## config.mk

```make
export PLATFORM = sky130hd
export DESIGN_NAME = seven_segment_scan_decoder
export DESIGN_NICKNAME = d
export VERILOG_FILES = /design/src/rtl/seven_segment_scan_decoder.sv
export SDC_FILE = /design/constraint.sdc
export NUM_CORES = 1
export LEC_CHECK = 0
export BUFFER_PORTS_ARGS = -buffer_cell sky130_fd_sc_hd__buf_2
export CAP_MARGIN = 15
export CORE_AREA = 4 4 68 70
export CTS_CLUSTER_SIZE = 40
export DETAILED_ROUTE_END_ITERATION = 6
export DIE_AREA = 0 0 72 74
export PLACE_DENSITY = 0.84
export SYNTH_ARGS = -nofsm -noshare
export SYNTH_HDL_FRONTEND = slang
export SYNTH_SLANG_ARGS = --single-unit
```

## constraint.sdc

```tcl
create_clock -name i_Clk -period 4.5 [get_ports i_Clk]
set_clock_uncertainty 0.2 [all_clocks]
set_input_delay 0.9 -clock i_Clk [delete_from_list [all_inputs] [get_ports i_Clk]]
set_output_delay 0.9 -clock i_Clk [all_outputs]
set_load 0.02 [all_outputs]
```

## src/rtl/seven_segment_scan_decoder.sv

```systemverilog
// Rebuilds four BCD digits from the multiplexed
// active-low anode/segment lines of a 4-digit display.
module seven_segment_scan_decoder #(
  parameter int unsigned STABLE_CYCLES = 4
) (
  input  logic        i_Clk,
  input  logic        i_Rst_L,
  input  logic [3:0]  i_Anodes,
  input  logic [6:0]  i_Segments,
  input  logic        i_Err_Clr,
  output logic [15:0] o_BCD,
  output logic        o_Valid,
  output logic        o_Frame_Done,
  output logic [3:0]  o_Error
);

  localparam logic [7:0] STABLE = 8'(STABLE_CYCLES);
  localparam logic [10:0] IDLE_SAMPLE = {4'hF, 7'h00};

  logic [10:0] r_Sample;
  logic [7:0]  r_Count;
  logic [3:0]  r_Seen;

  logic [10:0] w_Sample;
  logic        w_Qual;
  logic [1:0]  w_Digit;
  logic        w_Match;
  logic        w_Capture;
  logic [7:0]  w_Count_Nxt;
  logic [3:0]  w_Nibble;
  logic        w_Bad;
  logic [3:0]  w_Onehot;
  logic [3:0]  w_Seen_Or;
  logic        w_Full;

  assign w_Sample = {i_Anodes, i_Segments};

  // Map a single low anode to its digit index
  always_comb begin
    w_Qual  = 1'b1;
    w_Digit = 2'd0;
    unique case (i_Anodes)
      4'b1110: w_Digit = 2'd0;
      4'b1101: w_Digit = 2'd1;
      4'b1011: w_Digit = 2'd2;
      4'b0111: w_Digit = 2'd3;
      default: w_Qual  = 1'b0;
    endcase
  end

  assign w_Match   = w_Qual && (w_Sample == r_Sample);
  assign w_Capture = w_Match && (r_Count == STABLE - 8'd1);
  assign w_Onehot  = 4'(1) << w_Digit;
  assign w_Seen_Or = r_Seen | w_Onehot;
  assign w_Full    = &w_Seen_Or;

  // Saturating stability count, cleared on any change
  always_comb begin
    w_Count_Nxt = 8'd0;
    if (w_Match) begin
      if (r_Count == STABLE) w_Count_Nxt = STABLE;
      else                   w_Count_Nxt = r_Count + 8'd1;
    end
  end

  // Segment pattern to digit code ({g,f,e,d,c,b,a}, 0 = lit)
  always_comb begin
    w_Nibble = 4'hB;
    w_Bad    = 1'b0;
    unique case (i_Segments)
      7'h40:   w_Nibble = 4'd0;
      7'h79:   w_Nibble = 4'd1;
      7'h24:   w_Nibble = 4'd2;
      7'h30:   w_Nibble = 4'd3;
      7'h19:   w_Nibble = 4'd4;
      7'h12:   w_Nibble = 4'd5;
      7'h02:   w_Nibble = 4'd6;
      7'h78:   w_Nibble = 4'd7;
      7'h00:   w_Nibble = 4'd8;
      7'h10:   w_Nibble = 4'd9;
      7'h3F:   w_Nibble = 4'hF;
      7'h7F:   w_Nibble = 4'hA;
      default: w_Bad    = 1'b1;
    endcase
  end

  // Input sample and stability counter
  always_ff @(posedge i_Clk or negedge i_Rst_L) begin
    if (!i_Rst_L) begin
      r_Sample <= IDLE_SAMPLE;
      r_Count  <= 8'd0;
    end else begin
      r_Sample <= w_Sample;
      r_Count  <= w_Count_Nxt;
    end
  end

  // Digit capture, frame tracking and sticky error flags
  always_ff @(posedge i_Clk or negedge i_Rst_L) begin
    if (!i_Rst_L) begin
      o_BCD        <= 16'hAAAA;
      o_Valid      <= 1'b0;
      o_Frame_Done <= 1'b0;
      o_Error      <= 4'b0000;
      r_Seen       <= 4'b0000;
    end else begin
      o_Frame_Done <= w_Capture && w_Full;
      o_Error <= (i_Err_Clr ? 4'b0000 : o_Error)
               | ((w_Capture && w_Bad) ? w_Onehot : 4'b0000);
      if (w_Capture) begin
        o_BCD[{w_Digit, 2'b00} +: 4] <= w_Nibble;
        if (w_Full) begin
          o_Valid <= 1'b1;
          r_Seen  <= 4'b0000;
        end else begin
          r_Seen  <= w_Seen_Or;
        end
      end
    end
  end

endmodule

```

# == Word-level counts from Yosys, hierarchy flattened ==
# Index checks and enable logic that the tools add are counted.
# word_totals
register_bits,45
latch_bits,0
mem_bits_rw,0
rom_bits,0
input_bits,14
out_inout_bits,22
wordCells,51
memories,0
# op_classes
n_addsub,2
multipliers,0
div,0
order_cmp,0
eq_ne,18
n_shift,3
muxes,10
n_bitwise,2
reduce_logical,9
# op_table
cell,n
$pmux 4 s12,1
$eq 7x7->1 const B,4
$eq 7x5->1 const B,3
$eq 7x6->1 const B,3
$bwmux 16,1
$mux 8,2
$shift 4x6->16 const A,1
$shiftx 4x6->16,1
$eq 4x4->1 const B,3
$mux 4,3
$reduce_or 12->1,1
$eq 11x11->1,1
$add 8x1->8 const B,1
$eq 8x2->1 const B,1
$eq 8x3->1 const B,1
$or 4x4->4,2
$eq 7x2->1 const B,1
$logic_not 7->1,1
$neg 4->6,1
$pmux 2 s3,1
$reduce_and 5->1,1
$eq 4x3->1 const B,1
$logic_and 1x1->1,4
$reduce_and 4->1,1
other kinds (3),4

# == Logic depth before layout (Yosys ltp) ==
# Gate-level depths: netlist of the first run.
# depth
depth_word,8
depth_mapped,8
ltp_nobuf,8

# == Worst setup path before layout of the first run ==
# OpenSTA, ideal clock, no wires.
# synth_path
kind,input port to flip-flop
start,input port i_Segments[1]
end,register o_BCD[5]
setup_time_ns,0.059
t_arrival_ns,2.543
t_required_ns,4.241
path_slack_ns,1.698
stages,8
path_buffers,3
path_cell_list,clkbuf_1 > xnor2_1 > nand4_1 > or4_4 > buf_6 > buf_6 > nor4_1 > a21o_1
# synth_between
elab_chain_cells,4
elab_cells_between_ends,18
classes_between,eq/ne: 12; shift: 1; mux: 2; reduce/logical: 3
# synth_rtl
item,line_no,source
from (decl),9,"input logic [6:0] i_Segments,"
$eq 7x7->1 (tied with other cells),70,unique case (i_Segments)
$pmux 4 s12,70,
$shiftx 4x6->16,111,"o_BCD[{w_Digit, 2'b00} +: 4] <= w_Nibble;"
$bwmux 16,111,
"to (signal, indexed assignment)",111,
to (decl),11,"output logic [15:0] o_BCD,"
# Parallel ways exist; a longest one is shown, timed or not.
# A chain may end at the register's enable or synchronous reset.

# == Final worst setup path of the first run ==
# layout_path
start,input port i_Anodes[3]
end,register o_BCD[3]
# layout_between
elab_chain_cells,5
elab_cells_between_ends,14
classes_between,add/sub: 1; eq/ne: 5; shift: 2; mux: 3; reduce/logical: 3
# layout_rtl
item,line_no,source
from (decl),8,"input logic [3:0] i_Anodes,"
$eq 4x3->1 / $eq 4x4->1 (equally long branches),42,unique case (i_Anodes)
$pmux 2 s3 / $reduce_or 4->1 (equally long branches),--,
$neg 4->6 / $mux 1 (equally long branches),"111, 42",
$shiftx 4x6->16 (tied with other cells),111,
$bwmux 16 / $logic_and 1x1->1 (equally long branches),"111, 52",
# Parallel ways exist; a longest one is shown, timed or not.

==> results of run 1 <==
## flip-flops by register name, summed over array words and instances (netlist names)
register      cells
o_BCD            16
r_Sample         11
r_Count           8
o_Error           4
r_Seen            4
o_Frame_Done      1
o_Valid           1
## area by class of cell
type	count	area [µm²]	share of cell area
Tap cell	50	62.6	0.0239
Multi-Input combinational cell	165	1130	0.431
Clock buffer	8	80.1	0.0306
Timing Repair Buffer	36	183	0.0698
Inverter	6	22.5	0.00861
Sequential cell	45	1140	0.436
## stage by stage
stage / util / hold WS, ns / instance area (µm²)
after floorplan: - / 0.263 / 2340
after global placement: 0.639 / 0.253 / 2540
after detailed placement: 0.639 / 0.260 / 2540
after CTS: 0.659 / 0.278 / 2620
after global routing: 0.659 / 0.293 / 2620
final: 0.659 / 0.269 / 2620
## routing by layer
metal  part of all wire  global-route usage  vias to the layer above  wire, µm
met4              0.019              0.0856                        0        90
met3              0.060              0.0541                        9       281
met2               0.46               0.285                       58      2120
met5                  0                   0                        -         0
met1               0.46               0.275                      867      2170
li1                   -                   -                      891         -
## critical path, stage by stage
cell and delay, ns:
buf_2 0.14, xnor2_1 0.14, o22a_1 0.26, nor4_2 0.74, nand3_1 0.32, o31ai_1 0.33
## layout by cell type (no fill, tap or decap), drive strengths merged, types with 4 or more instances in the layout
master / count
a21o: 9
xor2: 7
nor2b: 7
nor4b: 5
dfrtp: 33
clkbuf: 8
nand4: 4
nand2: 10
nand3: 16
a21oi: 5
inv: 6
o31ai: 9
dfstp: 12
and2: 4
nor3: 4
a31o: 4
nor2: 11
ha: 9
nor4: 10
buf: 36
xnor2: 14
a31oi: 5
o21ai: 10
## cell usage after synthesis, types with 3 or more instances
cell type | n | share of area
a21oi_1 | 5 | 0.011
xor2_1 | 7 | 0.026
nand2_1 | 10 | 0.016
nor3_1 | 3 | 0.0064
nor4b_1 | 5 | 0.019
a31oi_1 | 5 | 0.013
nor2b_1 | 7 | 0.019
or3_1 | 3 | 0.0080
inv_1 | 6 | 0.0096
clkbuf_1 | 7 | 0.011
ha_1 | 9 | 0.048
dfstp_2 | 12 | 0.13
a31o_2 | 4 | 0.015
or2_2 | 3 | 0.0080
nor4_1 | 9 | 0.024
o21ai_0 | 10 | 0.021
nand3_1 | 16 | 0.034
nand4_1 | 4 | 0.011
xnor2_1 | 14 | 0.052
o31ai_1 | 9 | 0.029
a21o_1 | 9 | 0.029
nor2_1 | 11 | 0.018
and2_1 | 4 | 0.011
dfrtp_1 | 33 | 0.35
## how the worst min path moves through the flow
stage,slack [ns],depth (start not counted),from,end
final,0.27,1,o_Valid$_DFFE_PN0P_,o_Valid$_DFFE_PN0P_
after CTS,0.28,1,o_Valid$_DFFE_PN0P_,o_Valid$_DFFE_PN0P_
after global routing,0.29,1,o_Valid$_DFFE_PN0P_,o_Valid$_DFFE_PN0P_
after floorplan,0.26,2,r_Seen[1]$_DFFE_PN0P_,r_Seen[1]$_DFFE_PN0P_
after global placement,0.25,1,o_Valid$_DFFE_PN0P_,o_Valid$_DFFE_PN0P_
after detailed placement,0.26,1,o_Valid$_DFFE_PN0P_,o_Valid$_DFFE_PN0P_
## report_power, final
part	leakage [µW]	switching [µW]	internal [µW]
Clock	0.0000395	127	110
Sequential	0.000564	2.26	411
Combinational	0.000600	44.1	23.2
## cells by family (layout without fill, tap and decap cells)
| logic type | Yosys count | count (layout) | share of synthesized area |
|---|---|---|---|
| AND/OR/NAND/NOR | 87 | 87 | 0.217 |
| AO/OA/AOI/OAI | 48 | 48 | 0.138 |
| flip-flops | 45 | 45 | 0.488 |
| XOR/XNOR | 21 | 21 | 0.0786 |
| buffers and inverters | 15 | 50 | 0.0305 |
| adder cells (fa/ha/maj) | 9 | 9 | 0.0481 |
==> metrics.md, run 1 <==
| Metric | Value |
|---|---|
| Status | completed |
| Die Area | 5330 µm² |
| CTS tree | yes |
| Post-Route Setup TNS | 0 ns |
| Pwr dens | 274 nW/µm² |
| RSZ-0062 raised after global routing | false |
| Unique masters post-synth | 39 |
| WP data arrival | 2.83 ns |
| Die Y | 74 µm |
| Layout cells sized above 1 | 0.246 |
| DRT Wirelength | 4.66 mm |
| Vias in the first global route | 1,710 |
| Min Clock Period, post-route | 2.83 ns |
| Data required, critical path | 4.50 ns |
| Post-synth EDFFs | 0 |
| All-Layer GR Usage | 0.195 |
| Max frequency | 353 MHz |
| Final HPWL DP | 3.33 mm |
| CP Class | input port to register |
| Area Overhead vs Synth | 11.8% |
| Crit. Startpoint | i_Anodes[3] |
| Setup violators final | 0 |
| Worst-margin pin slew | 0.958 ns |
| TritonRoute pass-1 iters | 4 |
| Power, Total | 718 µW |
| R2R setup slack | 2.01 ns |
| Async S/R FF share, synth | 1.00 |
| Ports | 36 |
| Slew Limit Fails | 0 |
| Nets@finish | 282 |
| Sequential area share after synthesis | 0.488 |
| Setup bufs post-CTS | 0 |
| CP Capture Point | o_BCD[3]$_DFFE_PN1P_ |
| Hold_buf cts | 0 |
| Post-cts sizing count | 0 |
| Hold Fails Final Rpt | 0 |
| Placed Cells | 302 |
| Worst hold path class | register to register |
| Worst slack, placed | 1.35 ns |
| Synth Instances | 225 |
| Synthesized cell area | 2340 µm² |
| R2R Path Start | r_Sample[8]$_DFF_PN1_ |
| #FFs+latches synth | 45 |
| Grt ovf | 0 |
| Final period utilization | 0.630 |
| Register-to-Register Path Depth | 5 |
| Maxcap violations | 0 |
| Clock sink total | 45 |
| Initial antenna violation count | 0 |
| Clk buf depth | 2 |
| IO Port Bufs | 35 |
| Cts bufs inserted | 5 |
| Clock Pin Slew Worst Setup and Hold Paths | 0.07 ns |
| Avg WL per Cell | 15.0 µm |
| Leak | 0.00120 µW |
| Synth Flop Type | dfrtp_1 |
| Non-Filler Instances | 310 |
| Slew margin rel. | 0.361 |
| Antenna Nets Post-Route | 0 |
| DR vias/cell | 5.89 |
| Die width | 72 µm |
| Initial core utilization | 0.589 |
| Post-route setup slack | 1.67 ns |
| DRT iter0 DRCs | 136 |
| CP startpoint kind | input port |
| Latest clock arrival within the worst-skew pair | 0.29 ns |
| Avg Cell Area, Syn | 10.4 µm² |
| RePlAce Congestion | 0.855 |
| Antenna cell count | 0 |
| Filler Cells Inserted | 329 |
| Setup crit end kind | register |
| First-pass GRT wire length | 8.00 mm |
| Largest net degree at the start of global routing | 46 |
| H-tree depth | 2 |
| Ys Warns | 0 |
| Area of the core | 3970 µm² |
| IR drop worst, VDD | 0.000158 V |
| Synthesized Nets | 248 |
| Crit path max fanout | 9 |
| Root buffer cell | clkbuf_8 |
| Via Count | 1,825 |
| DRC | 0 |
| Core Rows | 23 |
| Reg2reg end | o_BCD[3]$_DFFE_PN1P_ |
(Power assumes the default switching activity.)
==> run 2, diff against run 1 <==
- CORE_AREA: 4 4 68 70 -> 4 4 70 72
- DIE_AREA: 0 0 72 74 -> 0 0 74 76
- PLACE_DENSITY: 0.84 -> 0.8
- clock period: 4.5 -> 2.8 ns (I/O delays scaled with it)
==> run 2 against run 1 <==
  * Sequential share of layout area fell by 0.33 points
  * Register-to-register slack got worse by 1.4 ns
  * Wire length is 2.7% higher
  * Core utilization shrank 4.5 points
  * Final area grew 0.77%
  * Non-clock buffer count is 1 higher
  * First-iteration DRC count fell by 1.5%
  * Combinational power rose by 60%
  * Die area up 5.6%
  * Hold slack worse by 0.066 ns
==> metrics.md, run 2 (synthesized netlist as in run 1, its figures left out) <==
| Metric | Value |
|---|---|
| Ports | 36 |
| Register-to-Register Path Depth | 5 |
| Clock Pin Slew Worst Setup and Hold Paths | 0.08 ns |
| Clock sink total | 45 |
| Worst hold path class | input port to async pin |
| Worst-margin pin slew | 0.936 ns |
| Number of flip-flops in the largest register | 16 |
| Data required, critical path | 2.83 ns |
| All-Layer GR Usage | 0.189 |
| CP startpoint kind | input port |
| Seq pwr share | 0.566 |
| Reg2reg end | o_Valid$_DFFE_PN0P_ |
| Setup crit end kind | register |
| Commonest non-fill, non-tap cells in the layout | buf_2, dfrtp_1, nand3_1 |
| Crit path max fanout | 7 |
| First-pass GRT wire length | 8.47 mm |
| Antenna cell count | 0 |
| Initial core utilization | 0.545 |
| Largest net degree at the start of global routing | 46 |
| Setup violators final | 0 |
| Hold_buf cts | 0 |
| Post-layout util | 0.614 |
| Layout cells sized above 1 | 0.253 |
| Setup bufs post-CTS | 0 |
| Cts bufs inserted | 5 |
| WHS | 0.203 ns |
| R2R Path Start | r_Sample[10]$_DFF_PN1_ |
| H-tree depth | 2 |
| Leak | 0.00122 µW |
| IR drop worst, VDD | 0.000278 V |
| Slew margin rel. | 0.376 |
| Clk buf depth | 2 |
| Area Overhead vs Synth | 12.7% |
| Top reg by flops | o_BCD |
| Regs by FF count | o_BCD (16), r_Sample (11), r_Count (8) |
| Pwr dens | 445 nW/µm² |
| Status | completed |
| Slew Limit Fails | 0 |
| Max frequency | 422 MHz |
| Min Clock Period, post-route | 2.37 ns |
| Non-Filler Instances | 313 |
| Root buffer cell | clkbuf_8 |
| DRT Wirelength | 4.79 mm |
| CTS tree | yes |
| Grt ovf | 0 |
| Latest clock arrival within the worst-skew pair | 0.29 ns |
| Final HPWL DP | 3.58 mm |
| Final period utilization | 0.845 |
| Die width | 74 µm |
| Most common cell after layout, fill and taps aside | buf_2 |
| RePlAce Congestion | 0.874 |
| DRC | 0 |
| Clock Power Share | 0.342 |
| Placed Cells | 305 |
| Avg WL per Cell | 15.3 µm |
| CP Class | input port to register |
| Die Y | 76 µm |
| Nets@finish | 283 |
| Antenna Nets Post-Route | 0 |
| TritonRoute pass-1 iters | 4 |
| Initial antenna violation count | 0 |
| Die Area | 5620 µm² |
| RSZ-0062 raised after global routing | false |
| IO Port Bufs | 35 |
| Hold Fails Final Rpt | 0 |
| DRT iter0 DRCs | 134 |
| Combinational Power Share | 0.092 |
| Via Count | 1,833 |
| Core Rows | 24 |
| Post-Route Setup TNS | 0 ns |
| Design internal power | 899 µW |
| WP data arrival | 2.40 ns |
| DR vias/cell | 5.86 |
| Power, Total | 1170 µW |
| Switching pwr | 275 µW |
| Switching part of the total | 0.234 |
| Vias in the first global route | 1,805 |
| R2R setup slack | 0.57 ns |
| Area of the core | 4290 µm² |
| Post-cts sizing count | 0 |
| Maxcap violations | 0 |
==> run 2: changes by cell type in the layout (fill, tap and decap cells not counted) <==
| cell | previous run | this run |
|---|---|---|
| clkbuf_8 | 5 | 6 |
| buf_4 | 1 | 2 |
| clkbuf_1 | 3 | 2 |
==> run 2: metrics by stage <==
stage	cell area (µm²)	setup WS, ns
global placement	2550	0.240
CTS	2640	0.449
finish	2640	0.433
floorplan	2340	0.338
global route	2640	0.262
detailed placement	2550	0.154
==> run 2: power groups by stage <==
| stage | Clock, µW | Sequential (µW) | Combinational (µW) |
|---|---|---|---|
| final | 402 | 664 | 108 |
| after global routing | 449 | 665 | 123 |
| after CTS | 416 | 664 | 110 |
| after detailed placement | 0 | 676 | 109 |
| after global placement | 0 | 676 | 107 |
| after floorplan | 0 | 676 | 66.9 |
==> run 2: area by class of cell <==
type,count,area (µm²)
fill,364,1660
inverter,6,22.5
tap,52,65.1
timing repair buffer,37,190
multi-input combinational,165,1130
clock buffer,8,90.1
sequential,45,1140
==> run 2: worst max-delay path by stage <==
stage	from	endpoint	slack, ns	depth (start not counted)
after floorplan	i_Segments[1]	o_BCD[5]$_DFFE_PN1P_	0.34	8
after global placement	i_Anodes[2]	o_Valid$_DFFE_PN0P_	0.24	9
after detailed placement	i_Anodes[1]	o_Valid$_DFFE_PN0P_	0.15	9
after CTS	i_Anodes[1]	o_Valid$_DFFE_PN0P_	0.45	9
after global routing	i_Anodes[1]	r_Seen[1]$_DFFE_PN0P_	0.26	9
final	i_Anodes[1]	o_Valid$_DFFE_PN0P_	0.43	9
==> run 2: layer usage <==
| layer | track usage | routed length [µm] | vias up |
|---|---|---|---|
| li1 | - | - | 894 |
| met1 | 0.261 | 2210 | 881 |
| met2 | 0.292 | 2250 | 52 |
| met3 | 0.0449 | 253 | 6 |
| met4 | 0.0580 | 65 | 0 |
| met5 | 0 | 0 | - |
==> run 2: critical path, cell delays in order <==
cell and delay, ns:
buf_2 0.15, xor2_1 0.15, nand3_1 0.24, inv_1 0.22, ha_1 0.23, o22ai_1 0.10
or2_2 0.31, nor3_2 0.27, or2_2 0.17
==> run 3, diff against run 2 <==
- clock period: 2.8 -> 2.2 ns (I/O delays scaled with it)
==> run 3 against run 2 <==
  * The run now ends with negative setup slack left
  * Combinational power up 88%
  * Largest power group unchanged
  * Highest routed layer unchanged
  * Sequential cell count unchanged
  * Sequential share of layout area down 6.5 points
  * Setup slack worse by 0.50 ns
  * Largest cell class is now multi-input combinational cells
  * Non-clock buffer count up 32
==> metrics.md, run 3 (synthesized netlist as in run 1, its figures left out) <==
| Metric | Value |
|---|---|
| IR drop worst, VDD | 0.000346 V |
| H-tree depth | 2 |
| Core Rows | 24 |
| Hold Fails Final Rpt | 0 |
| Maxcap violations | 0 |
| Grt ovf | 0 |
| DR vias/cell | 5.89 |
| Layout cells sized above 1 | 0.420 |
| Post-DP Area | 2790 µm² |
| Final period utilization | 1.03 |
| Setup crit end kind | register |
| Setup bufs post-CTS | 0 |
| Critical-path cell list | xnor2_2 > nand4_1 > or4_4 > nor4_2 > a21o_1 |
| DRC | 0 |
| Slew margin rel. | 0.627 |
| Switching part of the total | 0.251 |
| TritonRoute pass-1 iters | 4 |
| Register-to-Register Path Depth | 5 |
| Ports | 36 |
| Switching pwr | 406 µW |
| Crit path max fanout | 9 |
| Leak | 0.00149 µW |
| DRT Wirelength | 6.01 mm |
| Root buffer cell | clkbuf_8 |
| Clock sink total | 45 |
| Number of flip-flops in the largest register | 16 |
| Clock Pin Slew Worst Setup and Hold Paths | 0.08 ns |
| Initial core utilization | 0.545 |
| Vias in the first global route | 1,943 |
| CP startpoint kind | register |
| Status | finished with violations |
| Initial antenna violation count | 0 |
| Area of the core | 4290 µm² |
| Antenna Nets Post-Route | 0 |
| Largest net degree at the start of global routing | 22 |
| Commonest non-fill, non-tap cells in the layout | buf_2, dfrtp_1, buf_4 |
| Min Clock Period, post-route | 2.27 ns |
| Final HPWL DP | 3.94 mm |
| Slew Limit Fails | 0 |
| Regs by FF count | o_BCD (16), r_Sample (11), r_Count (8) |
| CP max stage delay | 0.62 ns |
| Cts bufs inserted | 5 |
| CTS tree | yes |
| Area Overhead vs Synth | 32.5% |
| Die Y | 76 µm |
| Latest clock arrival within the worst-skew pair | 0.30 ns |
| DRT iter0 DRCs | 147 |
| Max stage delay cell, worst path | or4_4 |
| Clock Power Share | 0.351 |
| Clk buf depth | 2 |
| Die Area | 5620 µm² |
| Sequential standard cell area | 1140 µm² |
| Nets@finish | 317 |
| Via Count | 2,045 |
| Die width | 74 µm |
| Filler Cells Inserted | 304 |
| Antenna cell count | 0 |
| Pwr dens | 522 nW/µm² |
| Avg WL per Cell | 17.3 µm |
| IO Port Bufs | 35 |
| Failing checks | negative setup slack |
| First-pass GRT wire length | 9.17 mm |
| Worst-margin pin slew | 0.559 ns |
| All-Layer GR Usage | 0.206 |
| Most common cell after layout, fill and taps aside | buf_2 |
| Post-Layout Inst Area | 3100 µm² |
| Design internal power | 1210 µW |
| Hold-critical path depth | 1 |
| Seq pwr share | 0.524 |
| Data required, critical path | 2.24 ns |
| Worst hold path class | input port to register |
| Max frequency | 441 MHz |
| WHS | 0.0964 ns |
| R2R setup slack | -0.07 ns |
| WP data arrival | 2.31 ns |
| RSZ-0062 raised after global routing | true |
| Setup violators final | 4 |
| Combinational Power Share | 0.126 |
| Area of the multi-input gates | 1340 µm² |
| CP Class | register to register |
| Post-route setup slack | -0.0680 ns |
| RePlAce Congestion | 0.891 |
| Top reg by flops | o_BCD |
[run 3: layout make-up]
cell class,instances,area share
sequential,45,0.368
clock inverter,1,0.00161
tap,52,0.0210
timing repair buffer,69,0.139
multi-input combinational,167,0.432
clock buffer,7,0.0311
inverter,6,0.00727
[run 3: worst paths after layout]
path,endpoint,startpoint
worst min-delay path,r_Sample[10]$_DFF_PN1_,i_Anodes[3]
max in group asynchronous,r_Sample[7]$_DFF_PN1_,i_Rst_L
worst min register to register,o_Valid$_DFFE_PN0P_,o_Valid$_DFFE_PN0P_
worst max-delay path,o_BCD[13]$_DFFE_PN1P_,r_Sample[10]$_DFF_PN1_
min in group asynchronous,o_BCD[14]$_DFFE_PN0P_,i_Rst_L
worst max register to register,o_BCD[13]$_DFFE_PN1P_,r_Sample[10]$_DFF_PN1_
[run 3: routing by layer]
| layer | global-route usage | up-vias | wire length [µm] |
|---|---|---|---|
| li1 | - | 966 | - |
| met1 | 0.280 | 996 | 2610 |
| met2 | 0.322 | 72 | 2920 |
| met3 | 0.0383 | 11 | 330 |
| met4 | 0.0815 | 0 | 139 |
| met5 | 0 | - | 0 |
[run 3: critical path, delay by kind of cell, from the launching register on]
family,cells,cell delay (ns)
flip-flops,1,0.55
AND/OR/NAND/NOR,3,1.22
XOR/XNOR,1,0.12
AO/OA/AOI/OAI,1,0.13
[run 3: power by group through the flow]
| stage | combinational [µW] | sequential (µW) | clock (µW) |
|---|---|---|---|
| finish | 203 | 847 | 567 |
| global route | 221 | 848 | 615 |
| CTS | 183 | 845 | 577 |
| detailed placement | 181 | 861 | 0 |
| global placement | 176 | 860 | 0 |
| floorplan | 90.5 | 860 | 0 |
[run 3: stage by stage]
step / utilization / total power (µW) / std cells / setup TNS [ns] / setup slack (ns)
2_1_floorplan: - / 951 / 225 / -0.0507 / -0.0254
3_3_place_gp: 0.649 / 1040 / 335 / -3.01 / -0.203
3_5_place_dp: 0.649 / 1040 / 335 / -3.99 / -0.244
4_1_cts: 0.675 / 1610 / 344 / -0.143 / -0.0723
5_1_grt: 0.722 / 1680 / 347 / -1.00 / -0.149
6_report: 0.722 / 1620 / 347 / -0.152 / -0.0680
[run 3: what timing repair did]
action                                  in CTS  in global routing
gates resized for setup                      0                 32
pin swaps                                    0                 10
endpoints found under the setup margin       2                 20
hold buffers                                 1                  0
hold endpoints to repair                    16                  0
gates cloned                                 0                  3
